--- src/rtl/muldiv_pkg.sv ---
// Shared constants for the RV32M multiply/divide unit: funct3 codes, FSM states,
// default widths and operand-signedness helpers.
package muldiv_pkg;

  localparam int unsigned MULDIV_XLEN  = 32;
  localparam int unsigned MULDIV_CNT_W = 6;

  localparam logic [2:0] F3_MUL    = 3'd0;
  localparam logic [2:0] F3_MULH   = 3'd1;
  localparam logic [2:0] F3_MULHSU = 3'd2;
  localparam logic [2:0] F3_MULHU  = 3'd3;
  localparam logic [2:0] F3_DIV    = 3'd4;
  localparam logic [2:0] F3_DIVU   = 3'd5;
  localparam logic [2:0] F3_REM    = 3'd6;
  localparam logic [2:0] F3_REMU   = 3'd7;

  typedef enum logic [2:0] {
    ST_IDLE,
    ST_MUL,
    ST_DIV,
    ST_FIX,
    ST_DONE
  } state_e;

  function automatic logic op_a_signed(input logic [2:0] f3);
    return (f3 == F3_MULH) || (f3 == F3_MULHSU) || (f3 == F3_DIV) || (f3 == F3_REM);
  endfunction

  function automatic logic op_b_signed(input logic [2:0] f3);
    return (f3 == F3_MULH) || (f3 == F3_DIV) || (f3 == F3_REM);
  endfunction

endpackage

--- src/rtl/muldiv_if.sv ---
// Execute-stage request/write-back bundle between the core and muldiv_unit.
interface muldiv_if #(
  parameter int unsigned XLEN = 32
);
  logic            start;
  logic [2:0]      funct3;
  logic [XLEN-1:0] rs1;
  logic [XLEN-1:0] rs2;
  logic [4:0]      rd_addr;
  logic            busy;
  logic            done;
  logic [XLEN-1:0] result;
  logic            we;
  logic [4:0]      wa;

  modport master (
    output start, funct3, rs1, rs2, rd_addr,
    input  busy, done, result, we, wa
  );

  modport slave (
    input  start, funct3, rs1, rs2, rd_addr,
    output busy, done, result, we, wa
  );
endinterface

--- src/rtl/udiv_iter.sv ---
// Unsigned restoring-divide datapath: one quotient bit per step, MSB first.
module udiv_iter #(
  parameter int unsigned XLEN = 32
) (
  input  logic            clk,
  input  logic            rst,
  input  logic            load_i,
  input  logic [XLEN-1:0] dividend_i,
  input  logic [XLEN-1:0] divisor_i,
  input  logic            step_i,
  output logic [XLEN-1:0] quot_o,
  output logic [XLEN-1:0] rem_o
);
  logic [XLEN-1:0] quot_q, quot_d, rem_q, rem_d, dvs_q, dvs_d;
  logic [XLEN:0]   trial, diff;

  always_comb begin
    quot_d = quot_q;
    rem_d  = rem_q;
    dvs_d  = dvs_q;
    trial  = {rem_q, quot_q[XLEN-1]};
    // Bit XLEN of the difference is set exactly when trial < divisor.
    diff   = trial - {1'b0, dvs_q};
    if (load_i) begin
      quot_d = dividend_i;
      rem_d  = '0;
      dvs_d  = divisor_i;
    end else if (step_i) begin
      if (!diff[XLEN]) begin
        rem_d  = diff[XLEN-1:0];
        quot_d = {quot_q[XLEN-2:0], 1'b1};
      end else begin
        rem_d  = trial[XLEN-1:0];
        quot_d = {quot_q[XLEN-2:0], 1'b0};
      end
    end
  end

  always_ff @(posedge clk) begin
    if (rst) begin
      quot_q <= '0;
      rem_q  <= '0;
      dvs_q  <= '0;
    end else begin
      quot_q <= quot_d;
      rem_q  <= rem_d;
      dvs_q  <= dvs_d;
    end
  end

  assign quot_o = quot_q;
  assign rem_o  = rem_q;
endmodule

--- src/rtl/muldiv_unit.sv ---
// Iterative RV32M multiply/divide unit. Define MULDIV_FAST_MUL_EN to replace the
// 32-step shift-add multiplier with a single-cycle 33x33 signed multiply.
module muldiv_unit
  import muldiv_pkg::*;
#(
  parameter int unsigned XLEN  = MULDIV_XLEN,
  parameter int unsigned CNT_W = MULDIV_CNT_W
) (
  input  logic      clk,
  input  logic      rst,
  muldiv_if.slave   mdu
);
  localparam logic [XLEN-1:0] INT_MIN = {1'b1, {(XLEN-1){1'b0}}};

  state_e              state_q, state_d;
  logic [CNT_W-1:0]    cnt_q, cnt_d;
  logic [2:0]          f3_q, f3_d;
  logic [XLEN-1:0]     opa_q, opa_d, opb_q, opb_d;
  logic                a_neg_q, a_neg_d, b_neg_q, b_neg_d;
  logic [2*XLEN-1:0]   prod_q, prod_d;
  logic [XLEN-1:0]     result_q, result_d;
  logic [4:0]          wa_q, wa_d;

  logic                accept, a_neg_in, b_neg_in, div_zero, div_ovf;
  logic [XLEN-1:0]     a_mag_in, b_mag_in, a_mag, quot, rem, fix_result;
  logic [XLEN:0]       mul_sum;
  logic                div_load, div_step, last_iter;

  assign accept    = mdu.start && (state_q == ST_IDLE || state_q == ST_DONE);
  assign a_neg_in  = op_a_signed(mdu.funct3) & mdu.rs1[XLEN-1];
  assign b_neg_in  = op_b_signed(mdu.funct3) & mdu.rs2[XLEN-1];
  assign a_mag_in  = a_neg_in ? -mdu.rs1 : mdu.rs1;
  assign b_mag_in  = b_neg_in ? -mdu.rs2 : mdu.rs2;
  assign div_zero  = mdu.funct3[2] && (mdu.rs2 == '0);
  assign div_ovf   = (mdu.funct3 == F3_DIV || mdu.funct3 == F3_REM) &&
                     (mdu.rs1 == INT_MIN) && (mdu.rs2 == '1);
  assign a_mag     = a_neg_q ? -opa_q : opa_q;
  assign mul_sum   = {1'b0, prod_q[2*XLEN-1:XLEN]} + (prod_q[0] ? {1'b0, a_mag} : '0);
  assign last_iter = (cnt_q == CNT_W'(XLEN-1));
  assign div_load  = accept && mdu.funct3[2];

  udiv_iter #(.XLEN(XLEN)) u_div (
    .clk        (clk),
    .rst        (rst),
    .load_i     (div_load),
    .dividend_i (a_mag_in),
    .divisor_i  (b_mag_in),
    .step_i     (div_step),
    .quot_o     (quot),
    .rem_o      (rem)
  );

`ifdef MULDIV_FAST_MUL_EN
  logic signed [2*XLEN+1:0] fast_prod;
  assign fast_prod = $signed({op_a_signed(f3_q) & opa_q[XLEN-1], opa_q}) *
                     $signed({op_b_signed(f3_q) & opb_q[XLEN-1], opb_q});
`endif

  always_comb begin
    logic [2*XLEN-1:0] p;
    logic              neg_p;
`ifdef MULDIV_FAST_MUL_EN
    neg_p = 1'b0;
`else
    neg_p = a_neg_q ^ b_neg_q;
`endif
    p = neg_p ? -prod_q : prod_q;
    unique case (f3_q)
      F3_MUL:                         fix_result = p[XLEN-1:0];
      F3_MULH, F3_MULHSU, F3_MULHU:   fix_result = p[2*XLEN-1:XLEN];
      F3_DIV, F3_DIVU:                fix_result = (a_neg_q ^ b_neg_q) ? -quot : quot;
      default:                        fix_result = a_neg_q ? -rem : rem;
    endcase
  end

  always_comb begin
    state_d  = state_q;
    cnt_d    = cnt_q;
    f3_d     = f3_q;
    opa_d    = opa_q;
    opb_d    = opb_q;
    a_neg_d  = a_neg_q;
    b_neg_d  = b_neg_q;
    prod_d   = prod_q;
    result_d = result_q;
    wa_d     = wa_q;
    div_step = 1'b0;
    unique case (state_q)
      ST_MUL: begin
`ifdef MULDIV_FAST_MUL_EN
        prod_d  = fast_prod[2*XLEN-1:0];
        state_d = ST_FIX;
`else
        prod_d = {mul_sum, prod_q[XLEN-1:1]};
        cnt_d  = cnt_q + 1'b1;
        if (last_iter) begin
          cnt_d   = '0;
          state_d = ST_FIX;
        end
`endif
      end
      ST_DIV: begin
        div_step = 1'b1;
        cnt_d    = cnt_q + 1'b1;
        if (last_iter) begin
          cnt_d   = '0;
          state_d = ST_FIX;
        end
      end
      ST_FIX: begin
        result_d = fix_result;
        state_d  = ST_DONE;
      end
      ST_DONE: state_d = ST_IDLE;
      default: ;
    endcase
    // DONE accepts a new request in the same cycle, so accept overrides the above.
    if (accept) begin
      f3_d    = mdu.funct3;
      opa_d   = mdu.rs1;
      opb_d   = mdu.rs2;
      a_neg_d = a_neg_in;
      b_neg_d = b_neg_in;
      wa_d    = mdu.rd_addr;
      cnt_d   = '0;
      prod_d  = {{XLEN{1'b0}}, b_mag_in};
      if (div_zero) begin
        result_d = mdu.funct3[1] ? mdu.rs1 : '1;
        state_d  = ST_DONE;
      end else if (div_ovf) begin
        result_d = mdu.funct3[1] ? '0 : INT_MIN;
        state_d  = ST_DONE;
      end else begin
        state_d = mdu.funct3[2] ? ST_DIV : ST_MUL;
      end
    end
  end

  always_ff @(posedge clk) begin
    if (rst) begin
      state_q  <= ST_IDLE;
      cnt_q    <= '0;
      f3_q     <= '0;
      opa_q    <= '0;
      opb_q    <= '0;
      a_neg_q  <= 1'b0;
      b_neg_q  <= 1'b0;
      prod_q   <= '0;
      result_q <= '0;
      wa_q     <= '0;
    end else begin
      state_q  <= state_d;
      cnt_q    <= cnt_d;
      f3_q     <= f3_d;
      opa_q    <= opa_d;
      opb_q    <= opb_d;
      a_neg_q  <= a_neg_d;
      b_neg_q  <= b_neg_d;
      prod_q   <= prod_d;
      result_q <= result_d;
      wa_q     <= wa_d;
    end
  end

  assign mdu.busy   = (state_q == ST_MUL) || (state_q == ST_DIV) || (state_q == ST_FIX);
  assign mdu.done   = (state_q == ST_DONE);
  assign mdu.we     = (state_q == ST_DONE) && (wa_q != '0);
  assign mdu.result = result_q;
  assign mdu.wa     = wa_q;
endmodule

--- src/flat_wrapper.sv ---
// flat-port wrapper written by rule: the top's interface ports become plain ports
module muldiv_unit_flat import muldiv_pkg::*;
#(
  parameter int unsigned XLEN  = MULDIV_XLEN,
  parameter int unsigned CNT_W = MULDIV_CNT_W
)
  (clk, rst, mdu_start, mdu_funct3, mdu_rs1, mdu_rs2, mdu_rd_addr, mdu_busy, mdu_done, mdu_result, mdu_we, mdu_wa);
  muldiv_if #(.XLEN(XLEN)) mdu_i ();
  input  logic clk;
  input  logic rst;
  input wire logic [$bits(mdu_i.start)-1:0] mdu_start;
  input wire logic [$bits(mdu_i.funct3)-1:0] mdu_funct3;
  input wire logic [$bits(mdu_i.rs1)-1:0] mdu_rs1;
  input wire logic [$bits(mdu_i.rs2)-1:0] mdu_rs2;
  input wire logic [$bits(mdu_i.rd_addr)-1:0] mdu_rd_addr;
  output wire logic [$bits(mdu_i.busy)-1:0] mdu_busy;
  output wire logic [$bits(mdu_i.done)-1:0] mdu_done;
  output wire logic [$bits(mdu_i.result)-1:0] mdu_result;
  output wire logic [$bits(mdu_i.we)-1:0] mdu_we;
  output wire logic [$bits(mdu_i.wa)-1:0] mdu_wa;
  assign mdu_i.start = mdu_start;
  assign mdu_i.funct3 = mdu_funct3;
  assign mdu_i.rs1 = mdu_rs1;
  assign mdu_i.rs2 = mdu_rs2;
  assign mdu_i.rd_addr = mdu_rd_addr;
  assign mdu_busy = mdu_i.busy;
  assign mdu_done = mdu_i.done;
  assign mdu_result = mdu_i.result;
  assign mdu_we = mdu_i.we;
  assign mdu_wa = mdu_i.wa;
  muldiv_unit #(.XLEN(XLEN), .CNT_W(CNT_W)) u_core (.clk(clk), .rst(rst), .mdu(mdu_i));
endmodule
--- config.mk ---
export PLATFORM = sky130hd
export DESIGN_NAME = muldiv_unit_flat
export DESIGN_NICKNAME = d
export VERILOG_FILES = /design/src/rtl/muldiv_pkg.sv /design/src/rtl/muldiv_if.sv /design/src/rtl/udiv_iter.sv /design/src/rtl/muldiv_unit.sv /design/src/flat_wrapper.sv
export SDC_FILE = /design/constraint.sdc
export NUM_CORES = 1
export LEC_CHECK = 0
export ABC_CLOCK_PERIOD_IN_PS = 5300
export CORE_UTILIZATION = 25
export CTS_BUF_LIST = sky130_fd_sc_hd__clkbuf_8
export CTS_CLUSTER_SIZE = 30
export DETAILED_ROUTE_END_ITERATION = 10
export DONT_BUFFER_PORTS = 1
export PLACE_DENSITY = 0.37
export SLEW_MARGIN = 40
export SYNTH_ARGS = -nofsm -noshare
export SYNTH_HDL_FRONTEND = slang
export SYNTH_SLANG_ARGS = --single-unit
--- constraint.sdc ---
create_clock -name clk -period 5.3 [get_ports clk]
set_clock_uncertainty 0.2 [all_clocks]
set_input_delay 1.06 -clock clk [delete_from_list [all_inputs] [get_ports clk]]
set_output_delay 1.06 -clock clk [all_outputs]
set_load 0.01 [all_outputs]
### Word level (Yosys, flattened, before mapping)

Cells that the tools add are included.

* bitwise operators: 3
* muxes and demuxes: 28
* equal/unequal tests: 17
* reduce and logical (&&, ||, !) cells: 28
* $add $sub $neg: 9

Operator list (number)
* two-way mux 32 bit: 17
* negation 32 bit: 5
* case mux 32 bit (3 select lines): 1
* == test 32 bit, second input constant: 2
* two-way mux 64 bit: 1
* negation 64 bit: 1
* adder 32 x 32 -> 33 bit: 1
* subtractor 33 x 32 -> 33 bit: 1
* logical NOT 32 bit: 1
* == test 3 x 2 -> 1 bit, second input constant: 5
* == test 3 bit, second input constant: 5
* two-way mux 3 bit: 4
* == test 3 x 1 -> 1 bit, second input constant: 3
* logical OR 1 bit: 9
* case mux 3 bit (3 select lines): 1
* OR reduction 2 bit: 4
* adder 6 x 1 -> 6 bit, second input constant: 1
* == test 6 x 5 -> 1 bit, second input constant: 1
* logical AND 1 bit: 6
* logical NOT 3 bit: 2
* two-way mux 6 bit: 1
* nonzero test 5 bit: 1
* nonzero test 2 bit: 2
* nonzero test 4 bit: 1
* 7 further kinds: 9

* output and inout port bits: 40
* word-level logic and storage cells: 98
* input port bits: 75
* bits in registers: 243

### Longest topological paths before layout

* depth after elaboration: 7
* depth in mapped cells: 19
* depth with buffers taken out: 19

### Hierarchy

A second synthesis with hierarchy kept.

* cells, all modules: 2550
* area total of the unflattened synthesis: 18709.2 um^2

By module, submodules not included
* muldiv_unit: instances 1, cells each 1814, area each 12948.7 um^2, seq. area each 2942.8 um^2
* udiv_iter: instances 1, cells each 736, area each 5760.5 um^2, seq. area each 1921.8 um^2

### Worst setup path after synthesis

OpenSTA, ideal clock, no wires.

* path type: reg2reg
* from: reg u_core.opa_q[6]
* to: reg u_core.prod_q[63]
* path buffers: 0
* library setup time: 0.133 ns
* period minus slack after synthesis: 4.864 ns
* arrival time: 4.531 ns
* required time: 4.967 ns
* path slack: 0.436 ns
* cell stages (with the launch flop): 18
* cell sequence: dfxtp_1 or4_4 or4_4 or3_1 or4_4 o31ai_1 xor2_1 nor2_1 ha_1 and4_1 and3_1 and4_1 o21a_1 nor2_1 o21a_1 a21boi_0 a2111oi_0 nor4_1

* word-level cells in the longest chain between the ends: 4

RTL lines
* start, declared: line muldiv_unit.sv:18 `logic [XLEN-1:0] opa_q, opa_d, opb_q, opb_d;`
* start signal, assigned: line muldiv_unit.sv:155 `opa_q <= opa_d;`
* negation 32 bit: line muldiv_unit.sv:37 `assign a_mag = a_neg_q ? -opa_q : opa_q;`
* two-way mux 32 bit (*): line muldiv_unit.sv:37
* two-way mux 32 bit (*): line muldiv_unit.sv:38 `assign mul_sum = {1'b0, prod_q[2*XLEN-1:XLEN]} + (prod_q[0] ? {1'b0, a_mag} : '0);`
* adder 32 x 32 -> 33 bit (*): line muldiv_unit.sv:38
* end signal, assigned: line muldiv_unit.sv:159 `prod_q <= prod_d;`
* end, declared: line muldiv_unit.sv:20 `logic [2*XLEN-1:0] prod_q, prod_d;`

Mark *: on every way between the ends. The rest lies on a longest branch, timed or not.
A chain may end at the register's enable or synchronous reset.

### Final worst setup path

Same ends and word-level chain as after synthesis.

==> impl_metrics.toml <==
[global_routing]
grt_usage_pct = 21.7
grt_pass1_vias = 18000
antenna_found_initial = 1
grt_overflow = 0
grt_pass1_wl_um = 122000
grt_max_degree = 156

[floorplan]
dieArea_um2 = 74600
fp.dieH_um = 273
initial_utilization_pct = 25.2
rows = 99
num_io_pins = 115
die_width_um = 273
core_area_um2 = 72800

[layout]
fin_area_um2 = 20500
finalNonFillerCells = 3435
drive_gt1_share_pct = 7.68
area_growth_pct = 11.7
fin_nets = 2593

[setup_path]
critPathLaunchType = "flop"
r2r-end = "u_core.prod_q[63]"
startpoint = "u_core.opa_q[6]"
worstPathMaxFanout = 4
end_kind = "flop"
crit_required_ns = 5.60
r2r_slack_ns = 0.33
ff2ff_path_depth = 17
r2r_start = "u_core.opa_q[6]"
worstSetupPathType = "reg -> reg"
crit_arrival_ns = 5.27

[routing]
dr.pass1.iters = 5
ant_nets = 0
drtIter0Drc = 1565
vias_per_cell = 5.53
drt-total-wl_um = 83400
avgRoutedWirePerCell_um = 24.3
num_vias = 19000
drc = 0

[synth]
ys_top_cells_by_area = "dfxtp_1, a21oi_1, xor2_1"
synth_top_area_cell = "dfxtp_1"
syn_inst = 2497
synth_edf_count = 0
syn-num-nets = 2646
ys_seq_area_share_pct = 26.5
ys_warn_count = 0
yosysMostFrequentCell = "nand2_1"
synth_cell_types = 81
synth_top_cells_by_count = "nand2_1, a21oi_1, nor2_1, dfxtp_1, o21ai_0"
synthArstFlopShare_pct = 0
yosys_most_used_dff = "dfxtp_1"
synth_area_um2 = 18400
syn_avg_cell_area_um2 = 7.36
ys_ff_latch = 243
netlist.area_leader.share_pct = 26.5

[placement]
numPortBuffers = 0
placed_area_um2 = 19500
dp_cells = 3351
place_hpwl_um = 64300
gp_congestion = 0.916

[cts]
htree_levels = 2
clock-sinks = 243
ctsHoldBuffers = 0
numCtsBuffers = 50
clk_latency_ns = 0.68
clock_path_buffers = 3
clk_pin_slew_ns = 0.06
cts_tree = "yes"
clock-root-buffer = "clkbuf_8"

[run_status]
status = "finished clean"

[sta]
max_freq_mhz = 201
tightest_slew_ns = 0.872
fin_crit_sh_pct = 93.7
hold_viol = 0
slew_headroom_pct = 41.5
setup_viol = 0
fin_crit_ns = 4.97
slew_viol_final = 0
hold_slack_ns = 0.267

[pwr]
power_density_nw_per_um2 = 321
p_leak_nw = 7.54
vdd_drop_max_mv = 0.201

[hold_path]
holdPathEnd = "u_core.u_div.dvs_q[0]"
min_path_cells = 2
hold_class = "reg -> reg"
min_from = "u_core.u_div.dvs_q[0]"

[job]
maxCapViolations = 0
[cells by family (layout without fill, tap and decap cells)]
logic type,Yosys count,in the layout,synth area share (%)
and+or+nand+nor,851,851,22.0
AOI/OAI and AO/OA,814,814,28.0
xor gates and xnor gates,245,245,11.7
DFF,243,243,26.5
buffers and inverters,235,213,4.81
adders and majority gates,74,74,5.12
muxes,35,35,1.91
other,0,1,0
[state kept, by name (all words and copies together), names as in the netlist]
| signal | count |
|---|---|
| u_core.f3_q | 3 |
| u_core.u_div.quot_o | 32 |
| u_core.a_neg_q | 1 |
| u_core.b_neg_q | 1 |
| u_core.u_div.rem_o | 32 |
| u_core.state_q | 3 |
| u_core.cnt_q | 6 |
| u_core.opa_q | 32 |
| u_core.mdu.result | 32 |
| u_core.prod_q | 64 |
| u_core.mdu.wa | 5 |
| u_core.u_div.dvs_q | 32 |
[worst max-delay path: stages (launching register included)]
cell and delay, ns:
dfxtp_1 0.31, or4_4 0.55, or4_4 0.52, or3_1 0.37
or4_4 0.46, o31ai_2 0.24, xor2_1 0.17, nor2_1 0.07
ha_1 0.33, and4_1 0.24, and3_1 0.17, and4_1 0.18
o21a_1 0.11, nor2_2 0.15, o21a_1 0.19, a21boi_1 0.09
a2111oi_1 0.35, nor4_1 0.11
[layout make-up]
type / instances / area (um^2)
Multi-Input combinational cell: 2019 / 12700
Timing Repair Buffer: 57 / 428
Antenna cell: 1 / 2.50
Clock inverter: 18 / 113
Fill cell: 8017 / 52300
Inverter: 73 / 274
Clock buffer: 65 / 895
Sequential cell: 243 / 4870
Tap cell: 959 / 1200
[stage by stage]
step           TNS (ns)  util, %  power [W]  worst slack, ns
2_1_floorplan         0        -    0.00381            0.436
3_3_place_gp          0     26.7    0.00453           0.0840
3_5_place_dp          0     26.7    0.00454            0.146
5_1_grt         -0.0192     28.2    0.00698          -0.0192
4_1_cts               0     28.1    0.00666            0.103
6_report              0     28.2    0.00660            0.334
[worst max path at each step]
stage	cells after the start	end	slack, ns
finish	17	u_core.prod_q[63]	0.33
global route	18	u_core.prod_q[60]	-0.02
CTS	17	u_core.prod_q[63]	0.10
detailed placement	18	u_core.prod_q[60]	0.15
global placement	18	u_core.prod_q[60]	0.08
floorplan	17	u_core.prod_q[63]	0.44
[metal layers]
layer / global-route usage, % / share of wire, %
met1: 28.0 / 44
met2: 36.8 / 48
met3: 2.38 / 4.0
met4: 8.85 / 4.0
met5: 0 / 0
[placed cells by master (no fill, tap or decap), types with 7 or more instances in the layout]
master and n:
o41ai_1 18, mux2i_1 34, a2111oi_0 17, o211ai_1 11, ha_1 72, dfxtp_1 240, o21a_1 18, a211oi_1 52
a31oi_1 32, buf_4 57, xor2_1 124, a22oi_1 52, o21ai_0 188, nor4_1 23, or2_2 12, nor2_1 247
nand2_1 261, and3_1 14, nand2b_1 19, o31ai_1 35, or4_1 26, o221ai_1 16, nor2b_1 13, clkbuf_8 65
nand3b_1 7, nor3b_1 8, a21oi_1 255, nand4_1 24, nand3_1 53, a221oi_1 17, nor3_1 63, and2_1 13
xnor2_1 118, inv_1 82, or3_1 25, a21o_1 22, o22ai_1 13
[repair_timing]
item / in CTS / in global routing
buffers inserted: 0 / 0
gates resized for setup: 0 / 9
setup endpoints to repair: 0 / 5
[where the power goes]
part           switching, W  total, W  leakage, nW  internal [W]
clock              0.000924   0.00206        0.565       0.00114
sequential         0.000226   0.00219         1.98       0.00196
combinational       0.00148   0.00235         4.99      0.000867
total               0.00263   0.00660         7.54       0.00397
Power figures use the tool's default switching activity.
